[src/rtl/cordic_pkg.sv]
// Shared widths, FSM state encoding and sign-extension helper for the CORDIC angle sequencer.
package cordic_pkg;

    localparam int ANGLE_W = 15;
    localparam int FRAC_W  = 14;
    localparam int Z_W     = 16;
    localparam int ITER_W  = 4;

    typedef enum logic [1:0] {
        ST_IDLE = 2'd0,
        ST_ITER = 2'd1,
        ST_DONE = 2'd2
    } state_t;

    // Widen a Q1.14 angle (or table entry) into the Q2.14 accumulator format.
    function automatic logic signed [Z_W-1:0] sextAngle(input logic signed [ANGLE_W-1:0] a);
        return {{(Z_W-ANGLE_W){a[ANGLE_W-1]}}, a};
    endfunction

endpackage

[src/rtl/cordic_seq_lut.sv]
// Arctangent table: val = floor(atan(2^-addr) * 2^14) in Q1.14; entries past 13 are zero.
module cordic_seq_lut
    import cordic_pkg::*;
(
    input  logic [ITER_W-1:0]         addr,
    output logic signed [ANGLE_W-1:0] val
);

    always_comb begin
        val = '0;
        case (addr)
            4'd0:    val = 15'sd12867;
            4'd1:    val = 15'sd7596;
            4'd2:    val = 15'sd4013;
            4'd3:    val = 15'sd2037;
            4'd4:    val = 15'sd1022;
            4'd5:    val = 15'sd511;
            4'd6:    val = 15'sd255;
            4'd7:    val = 15'sd127;
            4'd8:    val = 15'sd63;
            4'd9:    val = 15'sd31;
            4'd10:   val = 15'sd15;
            4'd11:   val = 15'sd7;
            4'd12:   val = 15'sd3;
            4'd13:   val = 15'sd1;
            default: val = '0;
        endcase
    end

endmodule

[src/rtl/cordic_seq.sv]
// CORDIC rotation-mode sequencer: drives an external x/y datapath and tracks the residual angle z.
// Optional residual output z_resid is enabled by defining CORDIC_SEQ_RESID_EN.
module cordic_seq
    import cordic_pkg::*;
#(
    parameter int NITER = 14
) (
    input  logic                      clk,
    input  logic                      rst_n,
    input  logic                      in_valid,
    output logic                      in_ready,
    input  logic signed [ANGLE_W-1:0] angle,
    output logic                      dp_load,
    output logic                      dp_step,
    output logic                      dp_dir,
    output logic [ITER_W-1:0]         dp_shift,
`ifdef CORDIC_SEQ_RESID_EN
    output logic signed [Z_W-1:0]     z_resid,
`endif
    output logic                      out_valid,
    input  logic                      out_ready,
    output logic                      busy
);

    localparam logic [ITER_W-1:0] LAST_ITER = ITER_W'(NITER - 1);

    state_t                   state_q, state_d;
    logic signed [Z_W-1:0]    z_q, z_d;
    logic [ITER_W-1:0]        iter_q, iter_d;
    logic [ITER_W-1:0]        lutAddr;
    logic signed [ANGLE_W-1:0] lutVal;

    cordic_seq_lut u_lut (
        .addr (lutAddr),
        .val  (lutVal)
    );

    always_comb begin
        state_d   = state_q;
        z_d       = z_q;
        iter_d    = iter_q;
        in_ready  = 1'b0;
        dp_load   = 1'b0;
        dp_step   = 1'b0;
        dp_dir    = 1'b0;
        dp_shift  = '0;
        lutAddr   = '0;
        out_valid = 1'b0;
        busy      = (state_q != ST_IDLE);

        case (state_q)
            ST_IDLE: begin
                in_ready = 1'b1;
                if (in_valid) begin
                    dp_load = 1'b1;
                    z_d     = sextAngle(angle);
                    iter_d  = '0;
                    state_d = ST_ITER;
                end
            end
            ST_ITER: begin
                lutAddr  = iter_q;
                dp_step  = 1'b1;
                dp_shift = iter_q;
                dp_dir   = ~z_q[Z_W-1];
                // Drive z toward zero: subtract the table angle when non-negative, add it otherwise.
                if (!z_q[Z_W-1]) begin
                    z_d = z_q - sextAngle(lutVal);
                end else begin
                    z_d = z_q + sextAngle(lutVal);
                end
                iter_d = iter_q + ITER_W'(1);
                if (iter_q == LAST_ITER) begin
                    state_d = ST_DONE;
                end
            end
            ST_DONE: begin
                out_valid = 1'b1;
                if (out_ready) begin
                    state_d = ST_IDLE;
                end
            end
            default: begin
                state_d = ST_IDLE;
            end
        endcase
    end

    always_ff @(posedge clk) begin
        if (!rst_n) begin
            state_q <= ST_IDLE;
            z_q     <= '0;
            iter_q  <= '0;
        end else begin
            state_q <= state_d;
            z_q     <= z_d;
            iter_q  <= iter_d;
        end
    end

`ifdef CORDIC_SEQ_RESID_EN
    assign z_resid = (state_q == ST_DONE) ? z_q : '0;
`endif

endmodule

[config.mk]
export PLATFORM = sky130hd
export DESIGN_NAME = cordic_seq
export DESIGN_NICKNAME = d
export VERILOG_FILES = /design/src/rtl/cordic_pkg.sv /design/src/rtl/cordic_seq_lut.sv /design/src/rtl/cordic_seq.sv
export SDC_FILE = /design/constraint.sdc
export NUM_CORES = 1
export LEC_CHECK = 0
export ABC_AREA = 1
export CAP_MARGIN = 20
export CORE_UTILIZATION = 55
export CTS_CLUSTER_DIAMETER = 60
export DETAILED_ROUTE_END_ITERATION = 10
export PLACE_DENSITY = 0.84
export SLEW_MARGIN = 15
export SYNTH_ARGS = -nofsm -noshare
export SYNTH_HDL_FRONTEND = slang
export SYNTH_HIERARCHICAL = 1
export SYNTH_SLANG_ARGS = --single-unit
export TNS_END_PERCENT = 30
[constraint.sdc]
create_clock -name clk -period 6.5 [get_ports clk]
set_clock_uncertainty 0.2 [all_clocks]
set_input_delay 1.95 -clock clk [delete_from_list [all_inputs] [get_ports clk]]
set_output_delay 1.95 -clock clk [all_outputs]
set_load 0.02 [all_outputs]
==> summary.txt, run 1 <==
Global route
  • Initial antenna violation count: 0
  • GRT Overall Usage: 0.278
  • Largest net degree at the start of global routing: 24
  • Total grt overflow: 0
  • Number of global-route vias before repair: approximately 2.5k
  • Global-route wire length before repair: 11400 um

Clocking
  • # hold bufs at CTS: 0
  • Clock Latency Late Sink: 0.27 ns
  • Max Root-Sink Buffers: 2
  • H-tree Lvls: 1
  • CTS Sinks: 22
  • CTS tree: yes
  • Clock Tree Root: clkbuf_8
  • Clock Pin Slew Worst Setup and Hold Paths: 0.09 ns
  • Post-CTS sizing: 0
  • Clock buffer count from CTS: 3
  • Post-CTS Setup Bufs: 0

Route
  • DRC Markers: 0
  • Via-to-Cell Ratio: 5.33
  • WL final: 6450 um
  • ANT nets after route: 0
  • Drt wl/cell: 12.6 um
  • Vias post-DR: 2725
  • First-pass iteration count of the detailed router: 6
  • Initial DRC count: 189

Placed design
  • Dpl cells: 507
  • Post-placement cell area: 2910 um2
  • IO Port Bufs: 28
  • Gp weighted congestion: 0.922
  • DP Wirelength: 5080 um

Layout
  • NumNets Final: 506
  • Layout area overhead: 13.5%
  • Most common cell after layout, fill and taps aside: nand2_1
  • Post-Layout Cell Count: 511
  • Multi-input logic area: 1850 um2
  • Fraction of final layout cells sized beyond drive strength 1: 0.0741
  • N_diodes: 0
  • Utilization after layout: 0.665
  • Final instance area: around 3000 um2
  • Filler Cell Count: 417
  • Register area: 440 um2
  • Highest-count cells in the layout ignoring fill and taps: nand2_1, inv_1, nor2_1

Floorplan
  • FP Rows: 24
  • CORE AREA: between 4000 and 5000 um2
  • I/O pin cnt: 29
  • Width of the die: 71.1 um
  • Die Area: 5050 um2
  • Initial Util: 0.586
  • Die height: 71.1 um

Timing
  • Worst-margin pin slew: 0.777 ns
  • RSZ-0062 raised after global routing: false
  • Setup TNS: 0 ns
  • Final hold vios: 0
  • Fmax achieved: 184 MHz
  • Crit share post-route: 0.838
  • Final setup vio count: 0
  • Post-layout min period: 5.45 ns
  • Final Slew Violations: 0
  • Hold WS: 0.276 ns
  • Worst rel slew slack: 0.480

Yosys
  • Synth Flop Type: dfxtp_1
  • Synth Cell Area: 2620 um2
  • Register area share after synthesis: 0.168
  • Yosys warnings: 6
  • Syn_area_per_cell: 6.00 um2
  • Synth cell types: 35
  • Top-area cell type share of the netlist area: 0.176
  • Async set-reset flop share out of synthesis: 0
  • Top cell type by total area after synthesis: nand2_1
  • Top cells by area, synth: nand2_1, dfxtp_1, ha_1, inv_1, nor2_1
  • Number of synthesized flops with an enable pin: 0
  • Post-synthesis register bit count: 22
  • Synthesized instance count: approximately 440
  • Post-synthesis net count: 483

Status
  • Status: finished clean

Critical path
  • WP data arrival: ~3.3 ns
  • Critical path data required time: about 4.4 ns
  • Critical Path Fanout Max: 6
  • Crit-path leading delay family: buffers and inverters
  • CP Buf/Inv Count: 3
  • Critical Path Start Type: input pin
  • Cell Chain, Critical Path: clkdlybuf4s50_1 -> inv_1 -> nor2_4 -> clkdlybuf4s50_1
  • WS Path Type: in2out
  • Critical path's most frequent cell: clkdlybuf4s50_1
  • CP peak stage delay: 0.65 ns
  • Crit end category: output pin
  • CP max stage cell: clkdlybuf4s50_1

Hold path
  • HP Class: reg2reg

Flow run
  • Max_cap viols: 0

Power and ir drop
  • Leak Pwr: 1.49 nW
  • Worst vdd ir: 99.6 uV
  • P per Cell Area: 227 nW/um2
final timing paths:
kind | cells after the start | start | slack (ns) | end
max | 4 | in_valid | 1.05 | dp_load
min | 2 | z_q[12]$_SDFFE_PN0P_ | 0.28 | z_q[12]$_SDFFE_PN0P_
max reg2reg | 24 | state_q[1]$_SDFFE_PN0P_ | 1.81 | z_q[15]$_SDFFE_PN0P_
min reg2reg | 2 | z_q[12]$_SDFFE_PN0P_ | 0.28 | z_q[12]$_SDFFE_PN0P_
sequential cells by signal, summed over array words and instances (netlist names):
| name | flops |
|---|---|
| z_q | 16 |
| state_q | 2 |
| iter_q | 4 |
layout make-up:
type | count | area share
clock buffer | 3 | 0.0139
multi-input combinational | 335 | 0.622
clock inverter | 1 | 0.0101
sequential | 22 | 0.148
inverter | 70 | 0.0900
timing repair buffer | 28 | 0.0942
tap | 52 | 0.0219
per-stage QoR:
step / power (W) / setup slack [ns]
2_1_floorplan: 0.000451 / 2.13
3_5_place_dp: 0.000534 / 1.05
6_report: 0.000675 / 1.05
5_1_grt: 0.000731 / 0.952
4_1_cts: 0.000670 / 1.05
3_3_place_gp: 0.000523 / 1.07
cells in the mapped netlist (2+ instances only):
cell	instances
xnor2_1	3
nand3_1	31
nor2_2	3
o21ai_1	7
nor3_2	3
nand2_1	123
nor2_1	50
nand3_2	4
o21ai_0	13
a21oi_1	27
nand4_1	2
nand2_2	3
inv_1	63
nor2_4	3
a21oi_2	5
inv_2	6
nor3_1	5
buf_2	5
ha_1	26
a31oi_1	2
xor2_1	16
buf_4	3
dfxtp_1	22
worst reg2reg max path, stage by stage (launching register included):
cell,delay [ns]
dfxtp_1,0.32
inv_2,0.06
nand2_1,0.41
nor2_1,0.78
clkinv_4,0.18
nand3_1,0.12
nand3_1,0.16
inv_1,0.10
ha_1,0.17
nand2_1,0.09
nor2_2,0.11
nand3_1,0.11
nor3_2,0.20
nor2_1,0.08
xor2_1,0.28
ha_1,0.33
nand2_1,0.09
inv_1,0.06
a21oi_2,0.20
nor2_1,0.06
nor2_1,0.15
nand2_1,0.07
nand2_1,0.07
nand3_2,0.09
a21oi_2,0.14
cells by family (layout without fill, tap and decap cells):
| group | after synthesis | in the layout | synth area share |
|---|---|---|---|
| other | 1 | 1 | 0.00143 |
| and+or+nand+nor | 230 | 230 | 0.385 |
| adders and majority gates | 27 | 27 | 0.132 |
| DFF | 22 | 22 | 0.168 |
| AOI/OAI and AO/OA | 58 | 58 | 0.125 |
| xor gates and xnor gates | 19 | 19 | 0.0635 |
| buffers and inverters | 80 | 102 | 0.126 |
per-layer routing:
| layer | GRT usage | vias to the layer above | share of wire |
|---|---|---|---|
| met1 | 0.360 | 1219 | 0.47 |
| met3 | 0.0185 | 9 | 0.044 |
| li1 | - | 1422 | - |
| met5 | 0 | - | 0 |
| met4 | 0.0844 | 0 | 0.018 |
| met2 | 0.496 | 75 | 0.47 |
power by group:
part	internal (W)	leakage [nW]	switching (W)	total, W
combinational	0.000136	1.28	0.000237	0.000373
sequential	0.000152	0.181	0.0000146	0.000166
clock	0.0000825	0.0357	0.0000534	0.000136
(Power assumes the default switching activity.)
==> run 2, diff against run 1 <==
- CORE_UTILIZATION: 55 -> 52
- PLACE_DENSITY: 0.84 -> 0.83
- clock period: 6.5 -> 4.6 ns (I/O delays scaled with it)
==> summary.txt, run 2 (same netlist as run 1, synthesis figures left out) <==
Placed design
  • IO Port Bufs: 28 (unchanged)
  • Gp weighted congestion: 0.880 (-4.5%)
  • Post-placement cell area: 2950 um2 (+1.4%)
  • Worst slack at placement: 0.285 ns (-0.764 ns)
  • DP Wirelength: 5160 um (+1.4%)

Floorplan
  • Die height: 73.0 um (+2.8%)
  • FP Rows: 25 (+4.2%)
  • Width of the die: 73.0 um (+2.8%)
  • Initial Util: 0.548 (-0.0382)
  • CORE AREA: 4790 um2 (+7.0%)
  • I/O pin cnt: 29 (unchanged)
  • Die Area: 5330 um2 (+5.6%)

Critical path
  • Critical Path Fanout Max: 6 (unchanged)
  • WS Path Type: in2out
  • Critical path data required time: 3.02 ns (-1.33 ns)
  • Critical Path Start Type: input pin
  • WP data arrival: 2.74 ns (-0.56 ns)
  • Crit end category: output pin
  • Reg2Reg Setup Slack: 0.53 ns (-1.28 ns)

Timing
  • Post-layout min period: 4.32 ns
  • Setup TNS: 0 ns (unchanged)
  • Fmax achieved: ~230 MHz
  • Final setup vio count: 0 (unchanged)
  • Final hold vios: 0 (unchanged)
  • Hold WS: 0.278 ns (+0.00164 ns)
  • Fin worst setup slack: 0.281 ns (-0.772 ns)
  • Worst rel slew slack: 0.584 (+0.104)
  • RSZ-0062 raised after global routing: false
  • Crit share post-route: 0.939
  • Worst-margin pin slew: 0.623 ns (-0.154 ns)
  • Final Slew Violations: 0 (unchanged)

Power and ir drop
  • Worst vdd ir: 184 uV (+85%)
  • P per Cell Area: 315 nW/um2 (+39%)
  • Leak Pwr: 1.51 nW (+1.0%)

Route
  • ANT nets after route: 0 (unchanged)
  • DRC Markers: 0 (unchanged)
  • First-pass iteration count of the detailed router: 4 (-2)
  • Drt wl/cell: 12.2 um (-3.4%)
  • Vias post-DR: 2704 (-0.77%)
  • WL final: 6460 um (about the same)
  • Via-to-Cell Ratio: 5.11 (-4.1%)
  • Initial DRC count: 172 (-9.0%)

Layout
  • Register area: 440 um2 (unchanged)
  • Multi-input logic area: 1850 um2 (unchanged)
  • Layout area overhead: 15.1%
  • Max reg flops: 16 (unchanged)
  • Utilization after layout: 0.631 (-0.0347)
  • N_diodes: 0 (unchanged)
  • Regs by FF count: z_q x16, iter_q x4, state_q x2
  • Fraction of final layout cells sized beyond drive strength 1: 0.0801 (+0.00601)
  • Highest-count cells in the layout ignoring fill and taps: nand2_1, inv_1, nor2_1
  • Top reg by flops: z_q
  • Filler Cell Count: 468 (+12%)
  • Final instance area: 3020 um2 (+1.4%)
  • NumNets Final: 509 (+0.59%)
  • Most common cell after layout, fill and taps aside: nand2_1

Global route
  • GRT Overall Usage: 0.262 (-0.0160)
  • Total grt overflow: 0 (unchanged)
  • Largest net degree at the start of global routing: 24 (unchanged)
  • Number of global-route vias before repair: 2565 (+0.94%)
  • Initial antenna violation count: 0 (unchanged)
  • Global-route wire length before repair: 10900 um (-4.0%)

Clocking
  • CTS Sinks: 22 (unchanged)
  • Clock Pin Slew Worst Setup and Hold Paths: 0.09 ns (about the same)
  • Clock Tree Root: clkbuf_8
  • # hold bufs at CTS: 0 (unchanged)
  • Post-CTS Setup Bufs: 0 (unchanged)
  • Post-CTS sizing: 0 (unchanged)
  • Max Root-Sink Buffers: 2 (unchanged)
  • Clock buffer count from CTS: 3 (unchanged)
  • CTS tree: yes
  • Clock Latency Late Sink: 0.27 ns (about the same)
  • H-tree Lvls: 1 (unchanged)

Hold path
  • HP Class: reg2reg

Status
  • Status: finished clean

Flow run
  • Max_cap viols: 0 (unchanged)
## run 2: changes by cell type in the layout (fill, tap and decap cells not counted)
cell,change
buf_4,+3
## run 2: per-stage QoR
step | total power (W) | cells
floorplan | 0.000638 | 437
global placement | 0.000745 | 525
detailed placement | 0.000758 | 525
CTS | 0.000954 | 529
global route | 0.00104 | 529
finish | 0.000951 | 529
## run 2: final cells by class
cell class / instances / area share
clock inverters: 1 / 0.00995
well taps: 67 / 0.0278
multi-input cells: 335 / 0.614
inverters: 70 / 0.0887
flip-flops and latches: 22 / 0.146
clock buffers: 3 / 0.0137
repair buffers: 31 / 0.100
## run 2: worst paths after layout
kind	from	to	cells past startpoint
worst max register to register	state_q[1]$_SDFFE_PN0P_	z_q[15]$_SDFFE_PN0P_	24
worst max-delay path	in_valid	dp_load	4
worst min register to register	z_q[4]$_SDFFE_PN0P_	z_q[4]$_SDFFE_PN0P_	2
worst min-delay path	z_q[4]$_SDFFE_PN0P_	z_q[4]$_SDFFE_PN0P_	2
## run 2: power by group
group	total [W]	leakage (nW)	switching, W	internal, W
sequential	0.000236	0.181	0.0000212	0.000214
combinational	0.000525	1.29	0.000330	0.000194
clock	0.000191	0.0357	0.0000745	0.000117
total	0.000951	1.51	0.000426	0.000525
## run 2: layer usage
layer / share of wire / GRT usage
met5: 0 / 0
met1: 0.45 / 0.318
met3: 0.044 / 0.0304
met4: 0.015 / 0.0959
met2: 0.49 / 0.473
## run 2: worst max-delay path: stages
cell	delay (ns)
clkdlybuf4s50_1	0.46
inv_1	0.06
nor2_4	0.20
clkdlybuf4s50_1	0.65
==> run 3, diff against run 2 <==
==> constraint.sdc (replaced) <==
create_clock -name clk -period 3.87 [get_ports clk]
set_clock_uncertainty 0.2 [all_clocks]
set_input_delay 0.387 -clock clk [delete_from_list [all_inputs] [get_ports clk]]
set_output_delay 0.387 -clock clk [all_outputs]
set_load 0.02 [all_outputs]
==> summary.txt, run 3 (same netlist as run 1, synthesis figures left out) <==
Status
  • Status: finished clean

Route
  • First-pass iteration count of the detailed router: 4 (unchanged)
  • Initial DRC count: 185 (+7.6%)
  • Vias post-DR: 2813 (+4.0%)
  • WL final: 7060 um (+9.4%)
  • Via-to-Cell Ratio: 5.20 (+1.7%)
  • ANT nets after route: 0 (unchanged)
  • DRC Markers: 0 (unchanged)
  • Drt wl/cell: 13.1 um (+6.9%)

Global route
  • Total grt overflow: 0 (unchanged)
  • Initial antenna violation count: 0 (unchanged)
  • Global-route wire length before repair: 11500 um (+5.0%)
  • Number of global-route vias before repair: 2559 (-0.23%)
  • GRT Overall Usage: 0.278 (+0.0154)
  • Largest net degree at the start of global routing: 24 (unchanged)

Flow run
  • Max_cap viols: 0 (unchanged)

Layout
  • Layout area overhead: 22.5%
  • Most common cell after layout, fill and taps aside: nand2_1
  • Multi-input logic area: 1950 um2 (+5.3%)
  • Top reg by flops: z_q
  • Final instance area: 3210 um2 (+6.4%)
  • Filler Cell Count: 423 (-9.6%)
  • Register area: 443 um2 (+0.57%)
  • NumNets Final: 521 (+2.4%)
  • Regs by FF count: z_q x16, iter_q x4, state_q x2
  • N_diodes: 0 (unchanged)
  • Fraction of final layout cells sized beyond drive strength 1: 0.152 (+0.0718)
  • Highest-count cells in the layout ignoring fill and taps: nand2_1, inv_1, nor2_1
  • Max reg flops: 16 (unchanged)

Critical path
  • Critical Path Fanout Max: 7 (+1)
  • Crit end category: register
  • R2R depth: 25 (+4.2%)
  • WP data arrival: 3.61 ns (+0.87 ns)
  • Reg2Reg Setup Slack: 0.28 ns (-0.25 ns)
  • Critical Path Start Type: register
  • WS Path Type: reg2reg
  • Critical path data required time: 3.88 ns (+0.86 ns)

Floorplan
  • FP Rows: 25 (unchanged)
  • Initial Util: 0.548 (unchanged)
  • Die height: 73.0 um (unchanged)
  • CORE AREA: 4790 um2 (unchanged)
  • Width of the die: 73.0 um (unchanged)
  • I/O pin cnt: 29 (unchanged)
  • Die Area: 5330 um2 (unchanged)

Clocking
  • H-tree Lvls: 1 (unchanged)
  • Clock Pin Slew Worst Setup and Hold Paths: 0.10 ns (about the same)
  • CTS Sinks: 22 (unchanged)
  • Clock buffer count from CTS: 3 (unchanged)
  • Clock Latency Late Sink: 0.28 ns (about the same)
  • Max Root-Sink Buffers: 2 (unchanged)
  • CTS tree: yes
  • Clock Tree Root: clkbuf_8

Placed design
  • IO Port Bufs: 28 (unchanged)
  • Gp weighted congestion: 0.949 (+7.8%)
  • DP Wirelength: 5380 um (+4.3%)
  • Worst slack at placement: 0.0951 ns (-0.190 ns)
  • Post-placement cell area: 2990 um2 (+1.4%)

Power and ir drop
  • Net switching power: 0.000537 W (+26%)
  • Seq pwr share: 0.240 (-0.008)
  • Logic pwr share: 0.562 (+0.010)
  • Clock power share: 0.198 (-0.003)
  • Switching portion of total power: 0.457 (+0.00873)
  • Leak Pwr: 1.57 nW (+4.3%)
  • P per Cell Area: 366 nW/um2 (+16%)
  • Internal power: 0.000639 W (+22%)
  • Worst vdd ir: 175 uV (-4.9%)

Timing
  • Fmax achieved: 278 MHz
  • Hold WS: 0.287 ns (+0.00915 ns)
  • Crit share post-route: 0.928
  • Final hold vios: 0 (unchanged)
  • Fin worst setup slack: 0.278 ns (-0.00283 ns)
  • Worst-margin pin slew: 0.680 ns (+0.0572 ns)
  • Setup TNS: 0 ns (unchanged)
  • Post-layout min period: 3.59 ns
  • Worst rel slew slack: 0.546 (-0.0382)
  • Final Slew Violations: 0 (unchanged)
  • Final setup vio count: 0 (unchanged)

Hold path
  • Min-Delay Path Depth: 2 (unchanged)
  • HP Class: reg2reg
## run 3: final timing paths
path                               end                    start
setup reg to reg  z_q[15]$_SDFFE_PN0P_  state_q[1]$_SDFFE_PN0P_
hold reg to reg    z_q[3]$_SDFFE_PN0P_      z_q[3]$_SDFFE_PN0P_
setup / recovery  z_q[15]$_SDFFE_PN0P_  state_q[1]$_SDFFE_PN0P_
hold / removal     z_q[3]$_SDFFE_PN0P_      z_q[3]$_SDFFE_PN0P_
## run 3: final cells by class
cell class / count / share of cell area
clock inverter: 1 / 0.00935
timing repair buffer: 43 / 0.123
sequential: 22 / 0.138
clock buffer: 3 / 0.0129
multi-input combinational: 335 / 0.607
tap: 67 / 0.0261
inverter: 70 / 0.0834
## run 3: timing repair
action	4_1_cts	5_1_grt
setup buffers	0	7
setup endpoints to repair	0	9
resized for setup	0	30
hold buffers	0	0
## run 3: critical path, stage by stage, from the launching register on
cell and delay (ns):
dfxtp_1 0.32, inv_2 0.07, nand2_4 0.09, nor2_4 0.15
inv_2 0.07, ha_2 0.20, inv_2 0.07, nand3_2 0.11
inv_2 0.08, ha_2 0.17, nand2_1 0.08, nor2_2 0.15
nand3_2 0.11, nor3_4 0.23, nor2_2 0.08, xor2_2 0.18
ha_1 0.33, nand2_1 0.07, nand2_1 0.07, a21oi_2 0.16
nor2_1 0.07, nor2_2 0.13, nand2_1 0.06, nand2_1 0.07
nand3_2 0.07, a21oi_2 0.15
## run 3: metal layers
metal,vias up,part of all wire,global-route usage
li1,1451,-,-
met3,19,0.046,0.0497
met5,-,0,0
met4,0,0.026,0.111
met2,73,0.47,0.472
met1,1270,0.46,0.345
## run 3: per-stage QoR
step,std cells,util,power (W)
finish,541,0.671,0.00118
global route,541,0.671,0.00127
CTS,534,0.639,0.00114
detailed placement,530,0.624,0.000905
global placement,530,0.624,0.000896
floorplan,437,-,0.000758
## run 3: power by group through the flow
| stage | Clock, W | Sequential (W) | Combinational [W] |
|---|---|---|---|
| 3_3_place_gp | 0 | 0.000284 | 0.000612 |
| 3_5_place_dp | 0 | 0.000284 | 0.000621 |
| 5_1_grt | 0.000244 | 0.000285 | 0.000741 |
| 6_report | 0.000233 | 0.000282 | 0.000661 |
| 4_1_cts | 0.000231 | 0.000280 | 0.000626 |
| 2_1_floorplan | 0 | 0.000274 | 0.000484 |
